[config.mk]
export PLATFORM = sky130hd
export DESIGN_NAME = data_sram_bridge_flat
export DESIGN_NICKNAME = d
export VERILOG_FILES = /design/src/rtl/data_sram_bridge_if.sv /design/src/rtl/data_sram_bridge.sv /design/src/flat_wrapper.sv
export SDC_FILE = /design/constraint.sdc
export NUM_CORES = 1
export LEC_CHECK = 0
export BUFFER_PORTS_ARGS = -buffer_cell sky130_fd_sc_hd__buf_4
export CAP_MARGIN = 20
export CORE_MARGIN = 2
export CORE_UTILIZATION = 48
export DETAILED_ROUTE_END_ITERATION = 6
export PLACE_DENSITY = 0.8
export REMOVE_ABC_BUFFERS = 1
export SYNTH_ARGS = -nofsm -noshare
export SYNTH_HDL_FRONTEND = slang
export SYNTH_SLANG_ARGS = --single-unit
[constraint.sdc]
create_clock -name clk -period 2.6 [get_ports clk]
set_clock_uncertainty 0.2 [all_clocks]
set_input_delay 0.26 -clock clk [delete_from_list [all_inputs] [get_ports clk]]
set_output_delay 0.26 -clock clk [all_outputs]
set_load 0.03 [all_outputs]
[src/rtl/data_sram_bridge_if.sv]
// SRAM-like data bus between the memory-stage bridge (master) and the data memory (slave).
// Address phase: bus_req/bus_addr_ok. Data phase: bus_data_ok, with bus_rdata valid for loads.
interface data_sram_bridge_if #(
    parameter int ADDR_W = 32
);
    logic              bus_req;
    logic              bus_wr;
    logic [1:0]        bus_size;
    logic [ADDR_W-1:0] bus_addr;
    logic [3:0]        bus_wstrb;
    logic [31:0]       bus_wdata;
    logic              bus_addr_ok;
    logic              bus_data_ok;
    logic [31:0]       bus_rdata;

    modport master (
        output bus_req, bus_wr, bus_size, bus_addr, bus_wstrb, bus_wdata,
        input  bus_addr_ok, bus_data_ok, bus_rdata
    );

    modport slave (
        input  bus_req, bus_wr, bus_size, bus_addr, bus_wstrb, bus_wdata,
        output bus_addr_ok, bus_data_ok, bus_rdata
    );
endinterface

[src/rtl/data_sram_bridge.sv]
// Memory-stage load/store unit: one M-stage access becomes one SRAM-like bus transaction,
// with byte strobes, replicated store data, aligned/extended load data and a pipeline stall.
module data_sram_bridge #(
    parameter int ADDR_W  = 32,
    parameter int TIMEOUT = 0
) (
    input  logic              clk,
    input  logic              rst,
    input  logic              mem_en,
    input  logic              mem_wr,
    input  logic [1:0]        mem_size,
    input  logic              mem_sext,
    input  logic [ADDR_W-1:0] mem_addr,
    input  logic [31:0]       mem_wdata,
    input  logic              stall_other,
    output logic              stall_m,
    output logic [31:0]       rdata_m,
    output logic              addr_err,
    output logic              bus_err,
    data_sram_bridge_if.master bus
);

    typedef enum logic [1:0] {IDLE, REQ, WAIT, DONE} stateT;

    localparam int WD_W = 16;

    stateT             state;
    stateT             stateNext;
    logic              misaligned;
    logic              startAcc;
    logic              complete;
    logic              timeoutHit;
    logic              wdExpire;
    logic [WD_W-1:0]   wdCnt;

    logic              busReq;
    logic              busWr;
    logic              busErr;
    logic              sextLatched;
    logic [1:0]        busSize;
    logic [ADDR_W-1:0] busAddr;
    logic [3:0]        busWstrb;
    logic [3:0]        strbNext;
    logic [31:0]       busWdata;
    logic [31:0]       wdataNext;
    logic [31:0]       rdataReg;
    logic [15:0]       laneHalf;
    logic [7:0]        laneByte;
    logic [31:0]       loadData;

    // Reserved size 11 is checked and issued as a word access.
    assign misaligned = (mem_size == 2'b01) ? mem_addr[0]
                      : (mem_size[1] ? (mem_addr[1:0] != 2'b00) : 1'b0);
    assign addr_err   = mem_en & misaligned;
    assign wdExpire   = (TIMEOUT != 0) && ((wdCnt + 1'b1) == WD_W'(TIMEOUT));
    assign stall_m    = startAcc || (state == REQ) || (state == WAIT);

    assign bus.bus_req   = busReq;
    assign bus.bus_wr    = busWr;
    assign bus.bus_size  = busSize;
    assign bus.bus_addr  = busAddr;
    assign bus.bus_wstrb = busWstrb;
    assign bus.bus_wdata = busWdata;
    assign rdata_m       = rdataReg;
    assign bus_err       = busErr;

    always_ff @(posedge clk or negedge rst) begin
        if (!rst) begin
            state <= IDLE;
        end else begin
            state <= stateNext;
        end
    end

    // A response arriving together with watchdog expiry still counts as a normal completion.
    always_comb begin
        stateNext  = state;
        startAcc   = 1'b0;
        complete   = 1'b0;
        timeoutHit = 1'b0;
        case (state)
            IDLE: begin
                if (mem_en && !misaligned) begin
                    startAcc  = 1'b1;
                    stateNext = REQ;
                end
            end
            REQ: begin
                if (bus.bus_addr_ok && bus.bus_data_ok) begin
                    complete  = 1'b1;
                    stateNext = DONE;
                end else if (wdExpire) begin
                    timeoutHit = 1'b1;
                    stateNext  = DONE;
                end else if (bus.bus_addr_ok) begin
                    stateNext = WAIT;
                end
            end
            WAIT: begin
                if (bus.bus_data_ok) begin
                    complete  = 1'b1;
                    stateNext = DONE;
                end else if (wdExpire) begin
                    timeoutHit = 1'b1;
                    stateNext  = DONE;
                end
            end
            DONE: begin
                if (!stall_other) begin
                    stateNext = IDLE;
                end
            end
            default: stateNext = IDLE;
        endcase
    end

    always_comb begin
        strbNext  = 4'b1111;
        wdataNext = mem_wdata;
        case (mem_size)
            2'b00: begin
                strbNext  = 4'b0001 << mem_addr[1:0];
                wdataNext = {4{mem_wdata[7:0]}};
            end
            2'b01: begin
                strbNext  = 4'b0011 << mem_addr[1:0];
                wdataNext = {2{mem_wdata[15:0]}};
            end
            default: begin
                strbNext  = 4'b1111;
                wdataNext = mem_wdata;
            end
        endcase
    end

    // Load lane selection uses the latched address, so the M stage may change freely in WAIT.
    always_comb begin
        laneHalf = busAddr[1] ? bus.bus_rdata[31:16] : bus.bus_rdata[15:0];
        laneByte = busAddr[0] ? laneHalf[15:8] : laneHalf[7:0];
        case (busSize)
            2'b00:   loadData = {{24{sextLatched & laneByte[7]}}, laneByte};
            2'b01:   loadData = {{16{sextLatched & laneHalf[15]}}, laneHalf};
            default: loadData = bus.bus_rdata;
        endcase
    end

    always_ff @(posedge clk or negedge rst) begin
        if (!rst) begin
            busReq      <= 1'b0;
            busWr       <= 1'b0;
            busSize     <= 2'b00;
            busAddr     <= '0;
            busWstrb    <= 4'b0000;
            busWdata    <= 32'h0;
            sextLatched <= 1'b0;
            rdataReg    <= 32'h0;
            busErr      <= 1'b0;
            wdCnt       <= '0;
        end else begin
            busErr <= timeoutHit;
            if (startAcc) begin
                busReq      <= 1'b1;
                busWr       <= mem_wr;
                busSize     <= (mem_size == 2'b11) ? 2'b10 : mem_size;
                busAddr     <= mem_addr;
                busWstrb    <= strbNext;
                busWdata    <= wdataNext;
                sextLatched <= mem_sext;
            end else if (((state == REQ) && bus.bus_addr_ok) || timeoutHit) begin
                busReq <= 1'b0;
            end

            if (startAcc) begin
                wdCnt <= '0;
            end else if ((state == REQ) || (state == WAIT)) begin
                wdCnt <= wdCnt + 1'b1;
            end

            if (complete && !busWr) begin
                rdataReg <= loadData;
            end else if (timeoutHit) begin
                rdataReg <= 32'h0;
            end
        end
    end

endmodule
[src/flat_wrapper.sv]
// flat-port wrapper written by rule: the top's interface ports become plain ports
module data_sram_bridge_flat 
#(
    parameter int ADDR_W  = 32,
    parameter int TIMEOUT = 0
)
  (clk, rst, mem_en, mem_wr, mem_size, mem_sext, mem_addr, mem_wdata, stall_other, stall_m, rdata_m, addr_err, bus_err, bus_bus_req, bus_bus_wr, bus_bus_size, bus_bus_addr, bus_bus_wstrb, bus_bus_wdata, bus_bus_addr_ok, bus_bus_data_ok, bus_bus_rdata);
  data_sram_bridge_if #(.ADDR_W(ADDR_W)) bus_i ();
  input  logic clk;
  input  logic rst;
  input  logic mem_en;
  input  logic mem_wr;
  input  logic [1:0] mem_size;
  input  logic mem_sext;
  input  logic [ADDR_W-1:0] mem_addr;
  input  logic [31:0] mem_wdata;
  input  logic stall_other;
  output logic stall_m;
  output logic [31:0] rdata_m;
  output logic addr_err;
  output logic bus_err;
  output wire logic [$bits(bus_i.bus_req)-1:0] bus_bus_req;
  output wire logic [$bits(bus_i.bus_wr)-1:0] bus_bus_wr;
  output wire logic [$bits(bus_i.bus_size)-1:0] bus_bus_size;
  output wire logic [$bits(bus_i.bus_addr)-1:0] bus_bus_addr;
  output wire logic [$bits(bus_i.bus_wstrb)-1:0] bus_bus_wstrb;
  output wire logic [$bits(bus_i.bus_wdata)-1:0] bus_bus_wdata;
  input wire logic [$bits(bus_i.bus_addr_ok)-1:0] bus_bus_addr_ok;
  input wire logic [$bits(bus_i.bus_data_ok)-1:0] bus_bus_data_ok;
  input wire logic [$bits(bus_i.bus_rdata)-1:0] bus_bus_rdata;
  assign bus_bus_req = bus_i.bus_req;
  assign bus_bus_wr = bus_i.bus_wr;
  assign bus_bus_size = bus_i.bus_size;
  assign bus_bus_addr = bus_i.bus_addr;
  assign bus_bus_wstrb = bus_i.bus_wstrb;
  assign bus_bus_wdata = bus_i.bus_wdata;
  assign bus_i.bus_addr_ok = bus_bus_addr_ok;
  assign bus_i.bus_data_ok = bus_bus_data_ok;
  assign bus_i.bus_rdata = bus_bus_rdata;
  data_sram_bridge #(.ADDR_W(ADDR_W), .TIMEOUT(TIMEOUT)) u_core (.clk(clk), .rst(rst), .mem_en(mem_en), .mem_wr(mem_wr), .mem_size(mem_size), .mem_sext(mem_sext), .mem_addr(mem_addr), .mem_wdata(mem_wdata), .stall_other(stall_other), .stall_m(stall_m), .rdata_m(rdata_m), .addr_err(addr_err), .bus_err(bus_err), .bus(bus_i));
endmodule
# Word-level counts from Yosys, hierarchy flattened
# Index checks and enable logic that the tools add are counted.
[op_classes]
shift = 2
reduce_logical = 14
eq_ne = 10
bitwise = 3
muxes = 22
[op_table]
columns = ["op", "n"]
rows = [
  ["one-hot mux 32 bit (2 select lines)", 2],
  ["two-way mux 32 bit", 1],
  ["two-way mux 16 bit", 1],
  ["two-way mux 2 bit", 6],
  ["two-way mux 1 bit", 8],
  ["two-way mux 8 bit", 1],
  ["one-hot mux 2 bit (4 select lines)", 1],
  ["one-hot mux 4 bit (2 select lines)", 1],
  ["equality test 2 x 1 -> 1 bit (second input constant)", 3],
  ["equality test 2 bit (second input constant)", 3],
  ["zero test 2 bit", 3],
  ["logical AND 1 bit", 4],
  ["!= test 2 bit (second input constant)", 2],
  ["AND reduction 4 bit", 1],
  ["nonzero test 2 bit", 2],
  ["left shift 1 x 2 -> 4 bit (first input constant)", 1],
  ["left shift 2 x 2 -> 4 bit (first input constant)", 1],
  ["AND 1 bit", 3],
  ["!= test 3 x 2 -> 1 bit (second input constant)", 1],
  ["zero test 1 bit", 2],
  ["logical OR 1 bit", 2],
  ["!= test 2 x 1 -> 1 bit (second input constant)", 1],
  ["one-hot mux 1 bit (2 select lines)", 1],
]
[totals]
word_cells = 60
ff_bits = 107

# Logic depth before layout (Yosys ltp)
[logic_depth]
ltp_word = 9
mapped_depth = 7
mapped_depth_nobuf = 6

# Least setup slack after synthesis
# OpenSTA, ideal clock, no wires.
[synth_path]
path_kind = "flip-flop to flip-flop"
start = "register u_core.state[0]"
end = "register u_core.rdataReg[3], in the netlist u_core.rdata_m[3]"
path_buffers = 1
stages_incl_launch_ff = 7
arrival_time_ns = 1.697
setup_time_ns = 0.125
path_slack_ns = 0.578
cell_sequence = "dfrtp_1 inv_1 ha_1 nand2_1 a211oi_4 buf_2 mux2_2"
[synth_between]
elab_chain_len = 3
word_cells_on_any_way = 4
cone_classes = "eq/ne (2); mux (1); reduce/logical (1)"
[synth_rtl]
columns = ["item", "line", "text"]
rows = [
  ["start: declaration", "data_sram_bridge.sv:27", "stateT state;"],
  ["start signal: assignment", "data_sram_bridge.sv:71", "state <= stateNext;"],
  ["equality test 2 bit or equality test 2 x 1 -> 1 bit (tied branches)", "data_sram_bridge.sv:81", "case (state)"],
  ["one-hot mux 1 bit (2 select lines) *", "data_sram_bridge.sv:81", ""],
  ["logical AND 1 bit *", "data_sram_bridge.sv:179", "if (complete && !busWr) begin"],
  ["end signal: assignment", "data_sram_bridge.sv:180", "rdataReg <= loadData;"],
  ["end: declaration", "data_sram_bridge.sv:46", "logic [31:0] rdataReg;"],
]
# Mark *: on every way between the ends. The rest lies on a longest branch, timed or not.
# A chain may end at the register's enable or synchronous reset.

# Worst setup path in the final report
[layout_path]
start = "input mem_addr[0]"
end = "output stall_m"
[layout_between]
elab_chain_len = 9
[layout_rtl]
columns = ["item", "line", "text"]
rows = [
  ["start: declaration", "flat_wrapper.sv:15", "input logic [ADDR_W-1:0] mem_addr;"],
  ["nonzero test 2 bit", "data_sram_bridge.sv:53", ": (mem_size[1] ? (mem_addr[1:0] != 2'b00) : 1'b0);"],
  ["two-way mux 1 bit", "data_sram_bridge.sv:53", ""],
  ["two-way mux 1 bit *", "data_sram_bridge.sv:52", "assign misaligned = (mem_size == 2'b01) ? mem_addr[0]"],
  ["zero test 1 bit *", "data_sram_bridge.sv:83", "if (mem_en && !misaligned) begin"],
  ["logical AND 1 bit *", "data_sram_bridge.sv:83", ""],
  ["two-way mux 1 bit *", "data_sram_bridge.sv:83", ""],
  ["two-way mux 1 bit *", "data_sram_bridge.sv:81", ""],
  ["logical OR 1 bit * (2 in a row)", "data_sram_bridge.sv:56", "assign stall_m = startAcc || (state == REQ) || (state == WAIT);"],
  ["end: declaration", "flat_wrapper.sv:18", "output logic stall_m;"],
]
# Marked as above.

==> reports/qor.yml <==
placement_rows: 37
grt_pass1_vias: 4984
cts_buffer_count: 9
critical_path.startpoint_type: "input port"
fp.dieH_um: 106.5
worst-endpoint-arrival_ps: 1940
clkTransAtPathRegs_ps: 100
power-per-cell-area_mw_per_mm2: 1233
count_of_port_buffers_added_during_placement: 211
drtIter0Drc: 256
fraction_of_final_layout_cells_sized_beyond_drive_strength_1_pct: 41.22
power.share.clock_pct: 10.9
io-pin-count: 213
detailedPlacementHpwl_mm: 10.34
maxCapViolCount: 0
synthToLayoutAreaGrowth_pct: 53.00
synth_cells: 453
starting_density_of_the_core_pct: 49.11
num-nets-final: 846
rsz_0062_raised_after_global_routing: "no"
worst_r2r_startpoint: "u_core.state[1]"
slew-limit-headroom_pct: 48.95
avgRoutedWirePerCell_um: 18.71
mappedNetlistArea_sq_mm: 0.005047
worst_pin_slew_ps: 765.7
clock_tree_root_driver_cell: "sky130_fd_sc_hd__clkbuf_8"
dp_slack_ps: 360.7
clk_latency_ps: 360
drt_first_pass_iters: 4
power_leakage_nw: 3.722
ir_drop_mv: 0.8467
final_max_slew_viol_count: 0
clockBufferDepth: 2
cts_num_sinks: 107
intPower_w: 0.005084
yosys_register_bits: 107
worstSetupEndpoint: "stall_m"
critical_path.endpoint_type: "output pin"
power.share.combinational_pct: 56.5
period_needed_ps: 2403
drt-total-wl_mm: 16.39
worstSetupStartpoint: "mem_addr[0]"
worst-r2r-setup-slack_ps: 350
synth-warning-count: 0
grt_antenna_before_repair: 0
netlist_top_cells_area: "sky130_fd_sc_hd__dfrtp_1, sky130_fd_sc_hd__mux2_2, sky130_fd_sc_hd__mux2i_1"
place_area_sq_mm: 0.006704
floorplan_die_area_sq_mm: 0.01135
final_area_sq_mm: 0.007722
die_w_um: 106.5
rr_endpoint: "u_core.rdata_m[5]"
fin_util_pct: 75.14
share_seq_of_total_power_pct: 32.6
gpl.final_weighted_congestion: 0.8410
final.setup.worst_slack_ps: 196.7
synth.lib_cells_used.distinct: 39
core_area_sq_mm: 0.01028
cts_resized: 0
yosys_top_cell_by_area: "sky130_fd_sc_hd__dfrtp_1"
drc: 0
route.vias.total: 4719
hold_fails_final_rpt: 0
grt_max_degree: 79
switching_share_pct: 46.62
fin_tns_setup_ps: 0
grt_first_pass_wirelength_mm: 25.67
timing.fmax_mhz: 416.1
hold_path_class: "in -> reg"
overflow: 0
switchingPower_w: 0.004441
ant_nets: 0
status: "finished clean"
post-synth-top-area-fraction_pct: 53.05
setup-violations-final: 0
antenna_cells: 0
critical_path_required_ps: 2140
path_max_fanout: 24
yosysSeqAreaShare_pct: 53.05
part_of_the_cycle_the_worst_path_needs_pct: 92.44
viasPerCell: 5.387
cts_tree: "yes"
worst-r2r-cell-count: 6
grt_use_total_pct: 29.39
timing.setup.critical_path_class: "in -> out"
synth.avg_cell_area_sq_um: 11.14
clock_tree.htree_level_count: 3
[layout make-up]
cell class	count	area, sq um
Clock buffer	9	123.9
Clock inverter	7	76.32
Fill cell	660	2555
Inverter	6	22.52
Multi-Input combinational cell	310	2152
Sequential cell	107	2678
Tap cell	136	170.2
Timing Repair Buffer	301	2500
[cell usage in the layout, fill, tap and decap left out, types with 3 or more instances in the layout]
cell type / netlist / layout
sky130_fd_sc_hd__buf_4: 3 / 217
sky130_fd_sc_hd__dfrtp_1: 107 / 107
sky130_fd_sc_hd__dlygate4sd3_1: 0 / 81
sky130_fd_sc_hd__nand2_1: 56 / 56
sky130_fd_sc_hd__mux2_2: 51 / 51
sky130_fd_sc_hd__nor2_1: 38 / 38
sky130_fd_sc_hd__a21oi_1: 34 / 34
sky130_fd_sc_hd__mux2i_1: 27 / 27
sky130_fd_sc_hd__o21ai_0: 27 / 27
sky130_fd_sc_hd__a22oi_1: 15 / 15
sky130_fd_sc_hd__a21oi_2: 10 / 10
sky130_fd_sc_hd__nor2b_1: 10 / 10
sky130_fd_sc_hd__clkbuf_8: 0 / 9
sky130_fd_sc_hd__o221ai_1: 8 / 8
sky130_fd_sc_hd__a21o_1: 7 / 7
sky130_fd_sc_hd__inv_1: 5 / 5
sky130_fd_sc_hd__ha_1: 5 / 5
sky130_fd_sc_hd__buf_12: 0 / 3
[worst max-delay path, stage by stage]
cell	delay, ps
sky130_fd_sc_hd__dlygate4sd3_1	570
sky130_fd_sc_hd__buf_4	170
sky130_fd_sc_hd__o21ai_2	170
sky130_fd_sc_hd__nand4_1	190
sky130_fd_sc_hd__buf_4	280
sky130_fd_sc_hd__nand3_1	130
sky130_fd_sc_hd__buf_4	160
[routing by layer]
layer	share of wire [%]	vias to the layer above	wire length (um)	global-route usage, %
li1	-	2148	-	-
met1	38	2270	6195	34.87
met2	50	257	8191	50.32
met3	9.1	44	1486	7.480
met4	3.2	0	518	13.27
met5	0	-	0	0
[metrics by stage]
step / power, W / hold slack, ps / cells
floorplan: 0.006210 / -235.6 / 423
global placement: 0.008106 / 178.2 / 778
detailed placement: 0.008295 / 191.6 / 778
CTS: 0.009443 / 5.583 / 875
global route: 0.01002 / 30.99 / 876
finish: 0.009525 / 6.601 / 876
[logic make-up (layout without fill, tap and decap cells)]
group / after synthesis / in the layout / share of synthesized area, %
AO/OA/AOI/OAI: 114 / 114 / 15.30
AND/OR/NAND/NOR: 112 / 112 / 9.296
flip-flops: 107 / 107 / 53.05
multiplexers: 78 / 78 / 16.73
buffers and inverters: 36 / 323 / 4.313
adder cells (fa/ha/maj): 5 / 5 / 1.239
other: 1 / 1 / 0.07430
[what timing repair did]
item / CTS / global route
buffers inserted: 0 / 0
endpoints found under the setup margin: 0 / 0
hold buffers: 81 / 0
hold endpoints to repair: 135 / 0
[how the worst min path moves through the flow]
stage / startpoint / endpoint / slack, ps / depth (start not counted)
floorplan: rst / u_core.bus.bus_addr[0] / -240 / 0
global placement: rst / u_core.rdata_m[31] / 180 / 1
detailed placement: rst / u_core.rdata_m[31] / 190 / 1
CTS: mem_wdata[17] / u_core.bus.bus_wdata[17] / 6 / 3
global route: mem_size[1] / u_core.bus.bus_size[1] / 30 / 2
finish: mem_wdata[8] / u_core.bus.bus_wdata[8] / 7 / 3
[sequential cells by signal, summed over array words and instances, names as in the netlist]
name                  count
u_core.bus.bus_wdata     32
u_core.bus.bus_wr         1
u_core.bus.bus_size       2
u_core.bus.bus_wstrb      4
u_core.bus.bus_req        1
u_core.sextLatched        1
u_core.state              2
u_core.rdata_m           32
u_core.bus.bus_addr      32
[cell usage after synthesis]
| cell type | number |
|---|---|
| sky130_fd_sc_hd__a211oi_4 | 1 |
| sky130_fd_sc_hd__a21boi_0 | 1 |
| sky130_fd_sc_hd__a21boi_2 | 1 |
| sky130_fd_sc_hd__a21boi_4 | 1 |
| sky130_fd_sc_hd__a21o_1 | 7 |
| sky130_fd_sc_hd__a21oi_1 | 34 |
| sky130_fd_sc_hd__a21oi_2 | 10 |
| sky130_fd_sc_hd__a221oi_1 | 1 |
| sky130_fd_sc_hd__a22o_1 | 2 |
| sky130_fd_sc_hd__a22oi_1 | 15 |
| sky130_fd_sc_hd__a311oi_1 | 1 |
| sky130_fd_sc_hd__a32o_1 | 1 |
| sky130_fd_sc_hd__buf_1 | 1 |
| sky130_fd_sc_hd__buf_2 | 9 |
| sky130_fd_sc_hd__buf_4 | 3 |
| sky130_fd_sc_hd__buf_6 | 8 |
| sky130_fd_sc_hd__clkbuf_1 | 9 |
| sky130_fd_sc_hd__clkinv_1 | 1 |
| sky130_fd_sc_hd__conb_1 | 1 |
| sky130_fd_sc_hd__dfrtp_1 | 107 |
| sky130_fd_sc_hd__ha_1 | 5 |
| sky130_fd_sc_hd__inv_1 | 5 |
| sky130_fd_sc_hd__mux2_2 | 51 |
| sky130_fd_sc_hd__mux2i_1 | 27 |
| sky130_fd_sc_hd__nand2_1 | 56 |
| sky130_fd_sc_hd__nand2b_1 | 1 |
| sky130_fd_sc_hd__nand3_1 | 2 |
| sky130_fd_sc_hd__nand4_1 | 1 |
| sky130_fd_sc_hd__nor2_1 | 38 |
| sky130_fd_sc_hd__nor2_2 | 1 |
| sky130_fd_sc_hd__nor2b_1 | 10 |
| sky130_fd_sc_hd__nor3_1 | 1 |
| sky130_fd_sc_hd__o21ai_0 | 27 |
| sky130_fd_sc_hd__o21ai_2 | 1 |
| sky130_fd_sc_hd__o21bai_1 | 1 |
| sky130_fd_sc_hd__o221ai_1 | 8 |
| sky130_fd_sc_hd__o22ai_2 | 2 |
| sky130_fd_sc_hd__or3_4 | 1 |
| sky130_fd_sc_hd__or3b_1 | 1 |
[power by group through the flow]
stage / logic [W] / clock network, W / registers, W
after global placement: 0.00508 / 0 / 0.00303
after floorplan: 0.00156 / 0 / 0.00465
after global routing: 0.00571 / 0.00112 / 0.00320
after CTS: 0.00531 / 0.00107 / 0.00306
after detailed placement: 0.00521 / 0 / 0.00308
final: 0.00538 / 0.00103 / 0.00311
(Power assumes the default switching activity.)
